`src/rtl/program_loader.sv`:
```
`default_nettype none
// ============================================================================
// Module   : program_loader
// Brief    : Streams a length-prefixed, XOR-checksummed program into
//            instruction memory one 32-bit word at a time.
// Revision : 1.0 - initial release
// ============================================================================
module program_loader #(
   parameter int NumInst = 32
) (
   input  logic        clk,
   input  logic        rst,
   input  logic        start,
   input  logic        byte_valid,
   input  logic [7:0]  byte_data,
   output logic        byte_ready,
   output logic        wr_en,
   output logic [31:0] wr_addr,
   output logic [31:0] wr_data,
   output logic        busy,
   output logic        done,
   output logic        error
);

   localparam int          c_IW    = (NumInst > 1) ? $clog2(NumInst) : 1;
   localparam logic [16:0] c_MAX_N = 17'(NumInst);

   typedef enum logic [2:0] {
      S_IDLE   = 3'd0,
      S_LEN_LO = 3'd1,
      S_LEN_HI = 3'd2,
      S_DATA   = 3'd3,
      S_WRITE  = 3'd4,
      S_CSUM   = 3'd5,
      S_FIN    = 3'd6
   } state_t;

   state_t          r_state;
   logic            r_byte_ready;
   logic            r_wr_en;
   logic            r_busy;
   logic            r_done;
   logic            r_error;
   logic [31:0]     r_wr_addr;
   logic [31:0]     r_wr_data;
   logic [15:0]     r_len;
   logic [23:0]     r_word;
   logic [1:0]      r_byte_cnt;
   logic [7:0]      r_csum;
   logic [c_IW-1:0] r_word_idx;

   logic        w_xfer;
   logic [15:0] w_len_full;
   logic        w_len_bad;
   logic        w_more;
   logic [31:0] w_addr_next;

   assign w_xfer      = byte_valid & r_byte_ready;
   assign w_len_full  = {byte_data, r_len[7:0]};
   assign w_len_bad   = (w_len_full == 16'd0) || ({1'b0, w_len_full} > c_MAX_N);
   assign w_more      = ({{(17 - c_IW){1'b0}}, r_word_idx} + 17'd1) < {1'b0, r_len};
   assign w_addr_next = 32'({r_word_idx, 2'b00});

   // Outputs are registered: each transition also loads the flags of the state it enters.
   always_ff @(posedge clk) begin
      if (rst) begin
         r_state      <= S_IDLE;
         r_byte_ready <= 1'b0;
         r_wr_en      <= 1'b0;
         r_busy       <= 1'b0;
         r_done       <= 1'b0;
         r_error      <= 1'b0;
         r_wr_addr    <= 32'd0;
         r_wr_data    <= 32'd0;
         r_len        <= 16'd0;
         r_word       <= 24'd0;
         r_byte_cnt   <= 2'd0;
         r_csum       <= 8'd0;
         r_word_idx   <= '0;
      end else begin
         r_wr_en <= 1'b0;
         case (r_state)
            S_IDLE: begin
               if (start) begin
                  r_state      <= S_LEN_LO;
                  r_byte_ready <= 1'b1;
                  r_busy       <= 1'b1;
                  r_done       <= 1'b0;
                  r_error      <= 1'b0;
                  r_csum       <= 8'd0;
                  r_word_idx   <= '0;
                  r_byte_cnt   <= 2'd0;
               end
            end
            S_LEN_LO: begin
               if (w_xfer) begin
                  r_len[7:0] <= byte_data;
                  r_state    <= S_LEN_HI;
               end
            end
            S_LEN_HI: begin
               if (w_xfer) begin
                  r_len[15:8] <= byte_data;
                  if (w_len_bad) begin
                     r_error      <= 1'b1;
                     r_state      <= S_FIN;
                     r_byte_ready <= 1'b0;
                     r_busy       <= 1'b0;
                  end else begin
                     r_state <= S_DATA;
                  end
               end
            end
            S_DATA: begin
               if (w_xfer) begin
                  r_csum     <= r_csum ^ byte_data;
                  r_byte_cnt <= r_byte_cnt + 2'd1;
                  case (r_byte_cnt)
                     2'd0: r_word[7:0]   <= byte_data;
                     2'd1: r_word[15:8]  <= byte_data;
                     2'd2: r_word[23:16] <= byte_data;
                     default: begin
                        r_state      <= S_WRITE;
                        r_byte_ready <= 1'b0;
                        r_wr_en      <= 1'b1;
                        r_wr_addr    <= w_addr_next;
                        r_wr_data    <= {byte_data, r_word};
                     end
                  endcase
               end
            end
            S_WRITE: begin
               r_byte_ready <= 1'b1;
               // The index only advances when another word follows, so it never reaches NumInst.
               if (w_more) begin
                  r_word_idx <= r_word_idx + c_IW'(1);
                  r_state    <= S_DATA;
               end else begin
                  r_state <= S_CSUM;
               end
            end
            S_CSUM: begin
               if (w_xfer) begin
                  if (byte_data == r_csum) begin
                     r_done <= 1'b1;
                  end else begin
                     r_error <= 1'b1;
                  end
                  r_state      <= S_FIN;
                  r_byte_ready <= 1'b0;
                  r_busy       <= 1'b0;
               end
            end
            S_FIN: begin
               r_state <= S_IDLE;
            end
            default: begin
               r_state      <= S_IDLE;
               r_byte_ready <= 1'b0;
               r_busy       <= 1'b0;
            end
         endcase
      end
   end

   assign byte_ready = r_byte_ready;
   assign wr_en      = r_wr_en;
   assign wr_addr    = r_wr_addr;
   assign wr_data    = r_wr_data;
   assign busy       = r_busy;
   assign done       = r_done;
   assign error      = r_error;

endmodule
`default_nettype wire
```
`config.mk`:
```
export PLATFORM = sky130hd
export DESIGN_NAME = program_loader
export DESIGN_NICKNAME = d
export VERILOG_FILES = /design/src/rtl/program_loader.sv
export SDC_FILE = /design/constraint.sdc
export NUM_CORES = 1
export LEC_CHECK = 0
export CAP_MARGIN = 15
export CORE_ASPECT_RATIO = 1.4
export CORE_MARGIN = 4
export CORE_UTILIZATION = 40
export DETAILED_ROUTE_END_ITERATION = 8
export GPL_ROUTABILITY_DRIVEN = 0
export HOLD_SLACK_MARGIN = 0.12
export PLACE_DENSITY = 0.67
export REMOVE_ABC_BUFFERS = 1
export SETUP_SLACK_MARGIN = 0.4
export SYNTH_ARGS = -nofsm -noshare
export SYNTH_HDL_FRONTEND = slang
export SYNTH_SLANG_ARGS = --single-unit
```
`constraint.sdc`:
```
create_clock -name clk -period 2.55 [get_ports clk]
set_input_delay 0.51 -clock clk [delete_from_list [all_inputs] [get_ports clk]]
set_output_delay 0.51 -clock clk [all_outputs]
set_load 0.01 [all_outputs]
```
Yosys cells after proc, flatten, opt, wreduce, memory -nomap -nowiden

Index checks and enable logic that the tools add are counted.

Reductions and logical operators: 25
$lt $le $gt $ge: 2
Add/subtract/negate cells: 3
Multiplexer cells: 36
Eq/ne operators: 19
Bitwise logic cells: 7

Operator list:

| cell                                                           | number |
|---|---|
| two-way mux 3 bit                                              | 8 |
| != test 2 bit, second input constant                           | 10 |
| one-hot mux 3 bit (6 select lines)                             | 1 |
| AND reduction 3 bit                                            | 6 |
| greater-than comparator 16 x 6 -> 1 bit, second input constant | 1 |
| zero test 16 bit                                               | 1 |
| less-than comparator 6 x 16 -> 1 bit                           | 1 |
| two-way mux 8 bit                                              | 2 |
| one-hot mux 8 bit (2 select lines)                             | 1 |
| two-way mux 1 bit                                              | 14 |
| AND reduction 6 bit                                            | 2 |
| two-way mux 5 bit                                              | 2 |
| one-hot mux 5 bit (2 select lines)                             | 1 |
| equality test 3 bit, second input constant                     | 3 |
| equality test 8 bit                                            | 1 |
| XOR 8 bit                                                      | 1 |
| AND reduction 7 bit                                            | 1 |
| adder 5 x 1 -> 6 bit, second input constant                    | 1 |
| equality test 3 x 2 -> 1 bit, second input constant            | 2 |
| one-hot mux 1 bit (6 select lines)                             | 1 |
| nonzero test 2 bit                                             | 3 |
| OR reduction 3 bit                                             | 2 |
| adder 5 x 1 -> 5 bit, second input constant                    | 1 |
| inverter 1 bit                                                 | 5 |
| other kinds (19)                                               | 21 |

Register bits after elaboration: 100
Output and inout port bits: 69
Input port bits: 12
Logic and storage cells: 108

Longest topological paths before layout

Gate-level depths: netlist (run 1).

Depth in word-level cells: 5
Depth in mapped cells: 9
Gate-level depth less buffers: 9

Worst setup path after synthesis (run 1)

OpenSTA, ideal clock, no wires.

Path kind: register -> register
Start point: register r_word_idx[0]
End point: register r_word_idx[2]
Required time: 2.476 ns
Path buffers: 0
Path slack: 0.401 ns
Library setup time: 0.074 ns
Cell stages (with the launch flop): 10
Clock period less this slack: 2.149 ns
Arrival: 2.074 ns
Cells stage by stage: dfxtp_1 ha_1 nand3_1 xnor2_1 ha_1 and4_1 o21ai_0 a31oi_1 mux2_2 o21ai_0

Cells in the longest elaborated chain, start to end: 4
Elaborated cells on any way between the ends: 7
Those cells by class: add/sub (2); order compare (1); eq/ne (1); mux (2); reduce/logical (1)

Ends and longest elaborated chain:

| what                                 | line | source |
|---|---|---|
| start, declared                      | 50   | `logic [c_IW-1:0] r_word_idx;` |
| start signal, assigned               | 136  | `r_word_idx <= r_word_idx + c_IW'(1);` |
| adder 5 x 1 -> 6 bit                 | 61   | `assign w_more = ({{(17 - c_IW){1'b0}}, r_word_idx} + 17'd1) < {1'b0, r_len};` |
| less-than comparator 6 x 16 -> 1 bit | 61   |  |
| != test 2 bit (no line)              | n/a  |  |
| AND reduction 3 bit (no line)        | n/a  |  |

Several ways; a longest one is shown, not always the timed one. The select of a mux whose other input is x is not followed.
A chain may end at the register's enable or synchronous reset.

Worst setup path after layout (run 1)

Start point: register r_word_idx[4]
End point: register r_state[1]

Cells in the longest elaborated chain, start to end: 4

Ends and longest elaborated chain:

| what                                 | line | source |
|---|---|---|
| adder 5 x 1 -> 6 bit                 | 61   |  |
| less-than comparator 6 x 16 -> 1 bit | 61   |  |
| two-way mux 3 bit                    | 135  | `if (w_more) begin` |
| one-hot mux 3 bit (6 select lines)   | 82   | `case (r_state)` |
| end signal, assigned                 | 85   | `r_state <= S_LEN_LO;` |
| end signal, assigned                 | 137  | `r_state <= S_DATA;` |
| end signal, assigned                 | 139  | `r_state <= S_CSUM;` |
| end, declared                        | 38   | `state_t r_state;` |

No other way between the ends.

==> results of run 1 <==
-- worst min path at each step --
stage	start	to	slack [ps]
finish	wr_data[5]	wr_data[5]	450
global route	r_word[4]	wr_data[4]	470
CTS	wr_data[11]	wr_data[11]	460
detailed placement	wr_data[11]	wr_data[11]	450
global placement	r_word[5]	wr_data[5]	440
floorplan	r_word[0]	wr_data[0]	430
-- cells by family (layout without fill, tap and decap cells) --
family	after synthesis	in the layout	synth area share (%)
adders and majority gates	10	10	2.791
xor gates and xnor gates	3	3	0.5862
muxes	16	16	3.712
other	1	27	0.08365
DFF	100	100	44.66
AOI/OAI and AO/OA	116	116	15.24
buffers and inverters	83	113	9.238
and+or+nand+nor	234	234	23.70
-- through the flow --
stage / setup slack (ps) / std cells
detailed placement: 21.26 / 737
floorplan: -867.9 / 522
global route: 162.1 / 760
CTS: 416.9 / 757
global placement: 77.60 / 737
finish: 375.9 / 760
-- report_power, final --
group	switching (mW)	internal [mW]
Combinational	0.364	0.284
Clock	0.570	0.690
Sequential	0.0768	1.60
Total	1.01	2.58
-- flip-flops by register name, indices dropped and copies added (netlist names), 2 cells and up --
signal      flops
r_len          16
r_byte_cnt      2
r_state         3
r_word_idx      5
r_csum          8
r_word         24
wr_addr         5
wr_data        32
-- worst max-delay path, stage by stage (launching register included) --
cell and delay, ps:
dfxtp_1 460, nand3_1 130, nor3_1 220, ha_1 320, and4_1 200, o21ai_2 80
a31oi_4 140, nand2b_4 180, a2111oi_4 340
-- cell usage after synthesis, drive strengths merged, types with 8 or more instances --
cell type  instances
nand2            111
dfxtp            100
a21oi             72
nor2              43
clkbuf            34
buf               33
nand3             32
nor2b             18
o21ai             17
inv               16
mux2i             14
ha                10
a22oi              8
-- area by class of cell --
type	instances	area share, %
multi-input cells	406	41.19
well taps	141	3.145
flip-flops and latches	100	35.77
repair buffers	81	13.96
inverters	16	1.070
clock buffers	13	4.460
clock inverters	3	0.4014
-- per-layer routing --
| metal | GRT usage [%] | vias to the layer above | part of all wire (%) |
|---|---|---|---|
| met5 | 0 | - | 0 |
| met4 | 5.158 | 0 | 1.3 |
| met3 | 2.829 | 10 | 3.9 |
| met2 | 29.33 | 86 | 53 |
| met1 | 18.40 | 1795 | 42 |
| li1 | - | 1941 | - |
-- cell usage in the layout, fill, tap and decap left out, types with 3 or more instances in the layout --
master / count
clkdlybuf4s50_1: 51
clkbuf_1: 3
nor2b_1: 18
ha_1: 9
mux2i_1: 14
o21ai_0: 13
a22oi_1: 8
nor4_1: 6
clkinvlp_4: 3
inv_1: 16
nor3_1: 4
nand3_1: 30
nand3b_1: 3
conb_1: 27
clkbuf_16: 9
nand2b_1: 3
nand2_1: 110
nor2_1: 42
buf_12: 3
buf_4: 23
dfxtp_1: 96
dfxtp_2: 4
a21oi_1: 71
-- repair_timing --
action | in CTS | in global routing
resized for setup | 17 | 18
pin swaps | 5 | 7
setup buffers | 4 | 3
setup endpoints to repair | 8 | 19
==> results.yml, run 1 <==
synth:
  async_flop_share_pct: 0
  synth_seq_cells: 100
  synth_top_area_share_pct: 44.66
  synth_edf_count: 0
  synth-main-ff-cell: "dfxtp_1"
  yosysTopAreaCell: "dfxtp_1"
  seq_area_frac_synth_pct: 44.66
  netlist_area_um2: 4483
  yosys-top-cells-area: "dfxtp_1 45%, nand2_1 9.3%, a21oi_1 8.0%"
  syn_inst: 563
  avgSynthCellArea_um2: 7.963
  yosys_warnings: 0
  ys_types: 50
grt:
  grt_usage_pct: 15.88
  antenna_found_initial: 0
  grt_pass1_wl_um: 17050
  grt_overflow: 0
  grt_max_degree: 41
  grt_pass1_vias: 3549
setup_path:
  crit_required_ps: 2800
  worst_setup_path_start_kind: "flip-flop"
  reg2reg_to: "r_state[1]"
  worstPathArrival_ps: 2420
  path_max_fanout: 4
  critPathLaunch: "r_word_idx[4]"
  ff2ff_setup_slack_ps: 380
  crit_path_end_kind: "flip-flop"
  critPathKind: "flip-flop to flip-flop"
  cp-endpoint: "r_state[1]"
  reg2reg_from: "r_word_idx[4]"
  r2r_cells: 8
timing:
  hold_ws_ps: 454.0
  fin_crit_ps: 2174
  finalSetupViolations: 0
  setup_tns_ps: 0
  fin_skew_ps: 3.289
  min_period_over_period_pct: 85.26
  max_slew.worst_pin.slew_ps: 620.9
  hold_viol_final: 0
  rsz0062_at_grt: "true"
  slew_headroom_pct: 58.61
  timing.final.max_slew_violations: 0
  max_freq_mhz: 460.0
layout:
  areaGrowthSynthToFinish_pct: 25.15
  diodes: 0
  final_cell_area_um2: 5610
  final_nets: 636
  multi_input_area_um2: 2311
  fillers: 1061
  layout-drive-gt1-share_pct: 11.95
  final_util_pct: 51.36
  seqCellArea_um2: 2007
outcome:
  outcome: "completed"
drt:
  via_per_inst: 5.042
  vias: 3832
  ant_nets: 0
  wl_um: 10860
  wl_per_cell_um: 14.29
  drt_iter0_markers: 203
  drt_first_pass_iters: 4
  drc_errors: 0
cts:
  cts_tree: "done"
  h-tree-depth: 3
  clk_pin_slew_ps: 70
  clock-root-buffer: "clkbuf_16"
  clk_path_buf_depth: 2
  clock_latency_ps: 340
  cts_buffers: 9
  ctsHoldBuffers: 0
  cts.sinks: 100
place:
  dpl.hpwl_um: 7490
  placed_cell_area_um2: 5126
  io_buffers: 53
power:
  power.total_mw: 3.587
  powerDensity_nw_per_um2: 639.3
  leakagePower_nw: 1.989
  ir_worst_vdd_mv: 0.3214
min_path:
  hp-class: "flip-flop to flip-flop"
  whs_path_depth: 2
die:
  core_um2: 10920
  die_area_um2: 12990
  placementRows: 45
  die_y_um: 133.3
  start_util_pct: 41.04
  die_w_um: 97.48
  ios: 81
job:
  drv_cap: 0
Power figures use the tool's default switching activity.
==> run 2: changes to the inputs <==
Settings changed: PLACE_DENSITY 0.67 to 0.74.
==> run 2 against run 1 <==
  * Register-to-register slack better by 30 ps
  * Largest cell class unchanged
  * Via count up 3.1%
  * Critical path depth up 1
  * Fmax up 1.4%
  * Combinational power up 3.6%
  * Core utilization up 0.30 points
  * Sequential power down 3%
  * Sequential share of layout area down 0.095 points
  * Worst hold slack worse by 1.6 ps
  * Clock skew up 8.0 ps
  * Critical endpoint is now r_word_idx[2]
  * Die area unchanged
  * Clock-buffer cell count down 4
==> results.yml, run 2 (synthesis results as in run 1) <==
layout:
  final_nets: 637
  finalNonFillerCells: 759
  layout_common_cells: "111 x nand2_1, 95 x dfxtp_1, 71 x a21oi_1, 45 x clkdlybuf4s50_1, 42 x nor2_1"
  layout-drive-gt1-share_pct: 12.78
  final_common_cell: "nand2_1"
  largest_register_ffs: 32
  areaGrowthSynthToFinish_pct: 25.87
  diodes: 0
cts:
  clk_path_buf_depth: 2
  cts.sinks: 100
  clock-root-buffer: "clkbuf_16"
  h-tree-depth: 3
  clock_latency_ps: 350
  ctsHoldBuffers: 0
  cts_buffers: 9
  clk_pin_slew_ps: 70
  cts_tree: "done"
drt:
  wl_per_cell_um: 14.54
  via_per_inst: 5.207
  met1Wirelength_um: 4475
  ant_nets: 0
  wl_um: 11040
  dr_wl_met3_um: 642
  vias: 3952
  top_layer_used: "met4"
  drt_iter0_markers: 268
  wl_met2_um: 5509
  drc_errors: 0
  drt_first_pass_iters: 5
place:
  dpl.hpwl_um: 7574
  dp.cells: 742
  io_buffers: 53
die:
  die_area_um2: 12990
  die_w_um: 97.48
  start_util_pct: 41.04
  placementRows: 45
  die_y_um: 133.3
  ios: 81
  core_um2: 10920
grt:
  grt_pass1_wl_um: 17630
  antenna_found_initial: 0
  grt_overflow: 0
  grt_max_degree: 63
  grt_usage_pct: 16.48
  grt_pass1_vias: 3732
timing:
  fin_crit_ps: 2144
  max_freq_mhz: 466.4
  max_slew.worst_pin.slew_ps: 847.3
  fin_skew_ps: 11.31
  finalSetupViolations: 0
  rsz0062_at_grt: "true"
  hold_viol_final: 0
  slew_headroom_pct: 43.51
  min_period_over_period_pct: 84.08
  timing.final.max_slew_violations: 0
setup_path:
  worstPathArrival_ps: 2420
  path_max_fanout: 5
  critPathSlowestCell: "dfxtp_4"
  critPathKind: "flip-flop to flip-flop"
  crit_path_end_kind: "flip-flop"
  cp_common_cell: "o21ai_2"
  worst_path_largest_cell_delay_ps: 380
  worst_setup_path_start_kind: "flip-flop"
  crit_required_ps: 2830
  worstPathCellList: "ha_4 -> nand3_4 -> xnor2_2 -> ha_1 -> and4_1 -> o21ai_2 -> a31oi_4 -> mux2_4 -> o21ai_2"
power:
  powerDensity_nw_per_um2: 646.4
  ir_worst_vdd_mv: 0.3538
  power.total_mw: 3.648
  leakagePower_nw: 2.058
min_path:
  hp-class: "flip-flop to flip-flop"
job:
  drv_cap: 0
outcome:
  outcome: "completed"
-- run 2: cell types whose count changed in the layout (fill, tap and decap cells not counted), moves of 2 or more --
cell             change
buf_4                +5
buf_6                -2
o32ai_1              +2
nor4_1               -3
clkdlybuf4s50_1      -6
o32ai_2              -2
a2111oi_2            -2
clkbuf_1             -3
dfxtp_4              +2
buf_12               -2
dlymetal6s2s_1       +6
nor4_2               +3
-- run 2: where the power goes --
group          switching, mW  leakage (nW)  internal, mW  total, mW
Clock                  0.589         0.134         0.755       1.34
Sequential            0.0333         0.809          1.60       1.63
Combinational          0.407          1.11         0.263      0.670
Total                   1.03          2.06          2.62       3.65
-- run 2: worst max-delay path, delay by kind of cell, from the launching register on --
family | cells | cell delay [ps]
DFF | 1 | 380
AOI/OAI and AO/OA | 3 | 450
xor gates and xnor gates | 1 | 160
and+or+nand+nor | 2 | 280
muxes | 1 | 330
adders and majority gates | 2 | 480
-- run 2: what timing repair did --
item	in CTS	in global routing
cloned	0	0
setup buffers	1	2
endpoints found under the hold margin	0	0
pin swaps	2	7
setup endpoints to repair	7	16
gates resized for setup	16	28
-- run 2: metal layers --
layer | GRT usage [%] | vias up
met5 | 0 | -
met4 | 9.469 | 0
met3 | 3.667 | 29
met2 | 28.18 | 147
met1 | 18.82 | 1840
li1 | - | 1936
-- run 2: metrics by stage --
step / setup TNS, ps / util (%) / hold slack (ps) / cell area, µm² / setup slack, ps
final: 0 / 51.66 / 452.3 / 5643 / 405.9
after global routing: 0 / 51.66 / 470.9 / 5643 / 324.3
after CTS: 0 / 50.42 / 453.1 / 5508 / 385.5
after floorplan: -38700 / - / 426.0 / 4227 / -867.9
after global placement: 0 / 47.04 / 442.8 / 5139 / 24.73
after detailed placement: 0 / 47.04 / 443.3 / 5139 / 18.73
-- run 2: cell type report --
cell class	instances	area, µm²
fill	1035	5280
multi-input combinational	406	2332
sequential	100	2013
timing repair buffer	82	773.2
clock buffer	9	225.2
tap	141	176.4
clock inverter	5	62.56
inverter	16	60.06
-- run 2: worst paths after layout --
check | startpoint | endpoint | slack (ps) | depth (start not counted)
worst max-delay path | r_word_idx[1] | r_word_idx[2] | 410 | 9
worst min-delay path | wr_data[4] | wr_data[4] | 450 | 2
worst max register to register | r_word_idx[1] | r_word_idx[2] | 410 | 9
worst min register to register | wr_data[4] | wr_data[4] | 450 | 2
==> run 3: changes to the inputs <==
Clock period 2.55 ns to 2.1 ns, I/O delays scaled along.
==> run 3 against run 2 <==
  * Cell area rose by 3.6%
  * Clock skew rose by 1.1 ps
  * Sequential power rose by 23%
  * Critical endpoint is now r_word_idx[1]
  * Largest power group unchanged
==> results.yml, run 3 (synthesis results as in run 1) <==
drt:
  vias: 4029
  wl_um: 11090
  ant_nets: 0
  drt_iter0_markers: 277
  drc_errors: 0
  via_per_inst: 5.159
  wl_per_cell_um: 14.20
  drt_first_pass_iters: 6
setup_path:
  path_buf_inv: 1
  worst_path_largest_cell_delay_ps: 350
  critical-path-top-delay-family: "adder cells"
  reg2reg_from: "r_word_idx[1]"
  critPathKind: "flip-flop to flip-flop"
  reg2reg_to: "r_word_idx[1]"
  crit_path_end_kind: "flip-flop"
  worstPathCellList: "ha_4 -> nand3_4 -> xnor2_4 -> ha_1 -> and4_1 -> o21ai_2 -> a31oi_4 -> buf_4 -> nand3b_1 -> o32ai_1"
  path_max_fanout: 4
  worst_setup_path_start_kind: "flip-flop"
  r2r_cells: 10
  worstPathArrival_ps: 2270
  crit_required_ps: 2300
  ff2ff_setup_slack_ps: 30
  critPathSlowestCell: "dfxtp_2"
timing:
  hold_viol_final: 0
  finalSetupViolations: 0
  final.setup.worst_slack_ps: 30.40
  fin_crit_ps: 2070
  min_period_over_period_pct: 98.55
  slew_headroom_pct: 52.04
  fin_skew_ps: 12.38
  rsz0062_at_grt: "true"
  max_freq_mhz: 483.2
  max_slew.worst_pin.slew_ps: 719.4
  timing.final.max_slew_violations: 0
  hold_ws_ps: 453.1
layout:
  final_nets: 657
  fillers: 982
  final_cell_area_um2: 5844
  diodes: 0
  layout_common_cells: "109 x nand2_1, 93 x dfxtp_1, 70 x a21oi_1, 42 x nor2_1, 40 x buf_4"
  areaGrowthSynthToFinish_pct: 30.37
  final_common_cell: "nand2_1"
  final_util_pct: 53.51
  largest_register_ffs: 32
  layout-drive-gt1-share_pct: 17.19
cts:
  cts.sinks: 100
  cts_tree: "done"
  h-tree-depth: 3
  clock-root-buffer: "clkbuf_16"
  cts_buffers: 9
  clock_latency_ps: 350
  clk_path_buf_depth: 2
  clk_pin_slew_ps: 70
  ctsHoldBuffers: 0
grt:
  antenna_found_initial: 0
  grt_pass1_wl_um: 18230
  grt_pass1_vias: 3842
  grt_overflow: 0
  grt_usage_pct: 16.90
  grt_max_degree: 70
min_path:
  worstHoldStart: "wr_data[21]"
  hp-class: "flip-flop to flip-flop"
  whs_path_depth: 2
  hold_end: "wr_data[21]"
power:
  leakagePower_nw: 2.174
  powerDensity_nw_per_um2: 760.1
  ir_worst_vdd_mv: 0.4382
die:
  ios: 81
  start_util_pct: 41.04
  die_y_um: 133.3
  core_um2: 10920
  die_w_um: 97.48
  placementRows: 45
  die_area_um2: 12990
job:
  drv_cap: 0
place:
  dpl.hpwl_um: 7768
  post-place-ws_ps: -327.4
  io_buffers: 53
  placed_cell_area_um2: 5311
outcome:
  outcome: "completed"
-- run 3: cell count changes in the layout (fill, tap and decap cells not counted), moves of 3 or more --
cell and delta:
buf_4 +12, clkdlybuf4s50_1 -6, o21ai_0 -5, o21ai_1 +5
buf_6 +4, dfxtp_2 +4, dlygate4sd2_1 +4, buf_12 +3
dlymetal6s2s_1 -3
-- run 3: routing by layer --
layer  GRT usage (%)  share of wire [%]
met3           3.614                5.5
met1           18.38                 40
met4           8.083                3.4
met2           30.89                 52
met5               0                  0
-- run 3: worst max-delay path by stage --
stage,startpoint,end,slack (ps),depth (start not counted)
after floorplan,r_state[1],wr_addr[2],-1320,5
after global placement,byte_data[2],error,-240,6
after detailed placement,byte_data[2],error,-330,6
after CTS,r_word_idx[1],r_word_idx[1],40,10
after global routing,r_word_idx[1],r_word_idx[1],-70,10
final,r_word_idx[1],r_word_idx[1],30,10
-- run 3: where the power goes --
part / switching, mW / internal (mW) / total (mW)
Clock: 0.714 / 0.801 / 1.52
Combinational: 0.530 / 0.392 / 0.922
Sequential: 0.0566 / 1.95 / 2.01
-- run 3: tightest hold or removal path, delay by kind of cell (launching register included) --
family             cells  cell delay [ps]
and+or+nand+nor        1               50
DFF                    1              310
AOI/OAI and AO/OA      1               50
-- run 3: through the flow --
stage / instances / total power, mW / TNS, ps
finish: 781 / 4.442 / 0
detailed placement: 760 / 2.791 / -4380
global placement: 760 / 2.766 / -2812
global route: 781 / 4.623 / -324.4
floorplan: 522 / 2.458 / -69630
CTS: 778 / 4.394 / 0
-- run 3: cell type report --
| type | instances | area (µm²) | share of cell area (%) |
|---|---|---|---|
| tap | 141 | 176.4 | 3.019 |
| clock buffer | 10 | 229.0 | 3.918 |
| multi-input combinational | 407 | 2380 | 40.72 |
| inverter | 16 | 60.06 | 1.028 |
| clock inverter | 6 | 41.29 | 0.7065 |
| timing repair buffer | 101 | 947.2 | 16.21 |
| sequential | 100 | 2011 | 34.40 |
-- run 3: timing repair --
action,4_1_cts,5_1_grt
pin swaps,12,7
setup buffers,1,3
gates cloned,1,0
gates resized for setup,51,27
setup endpoints to repair,23,85
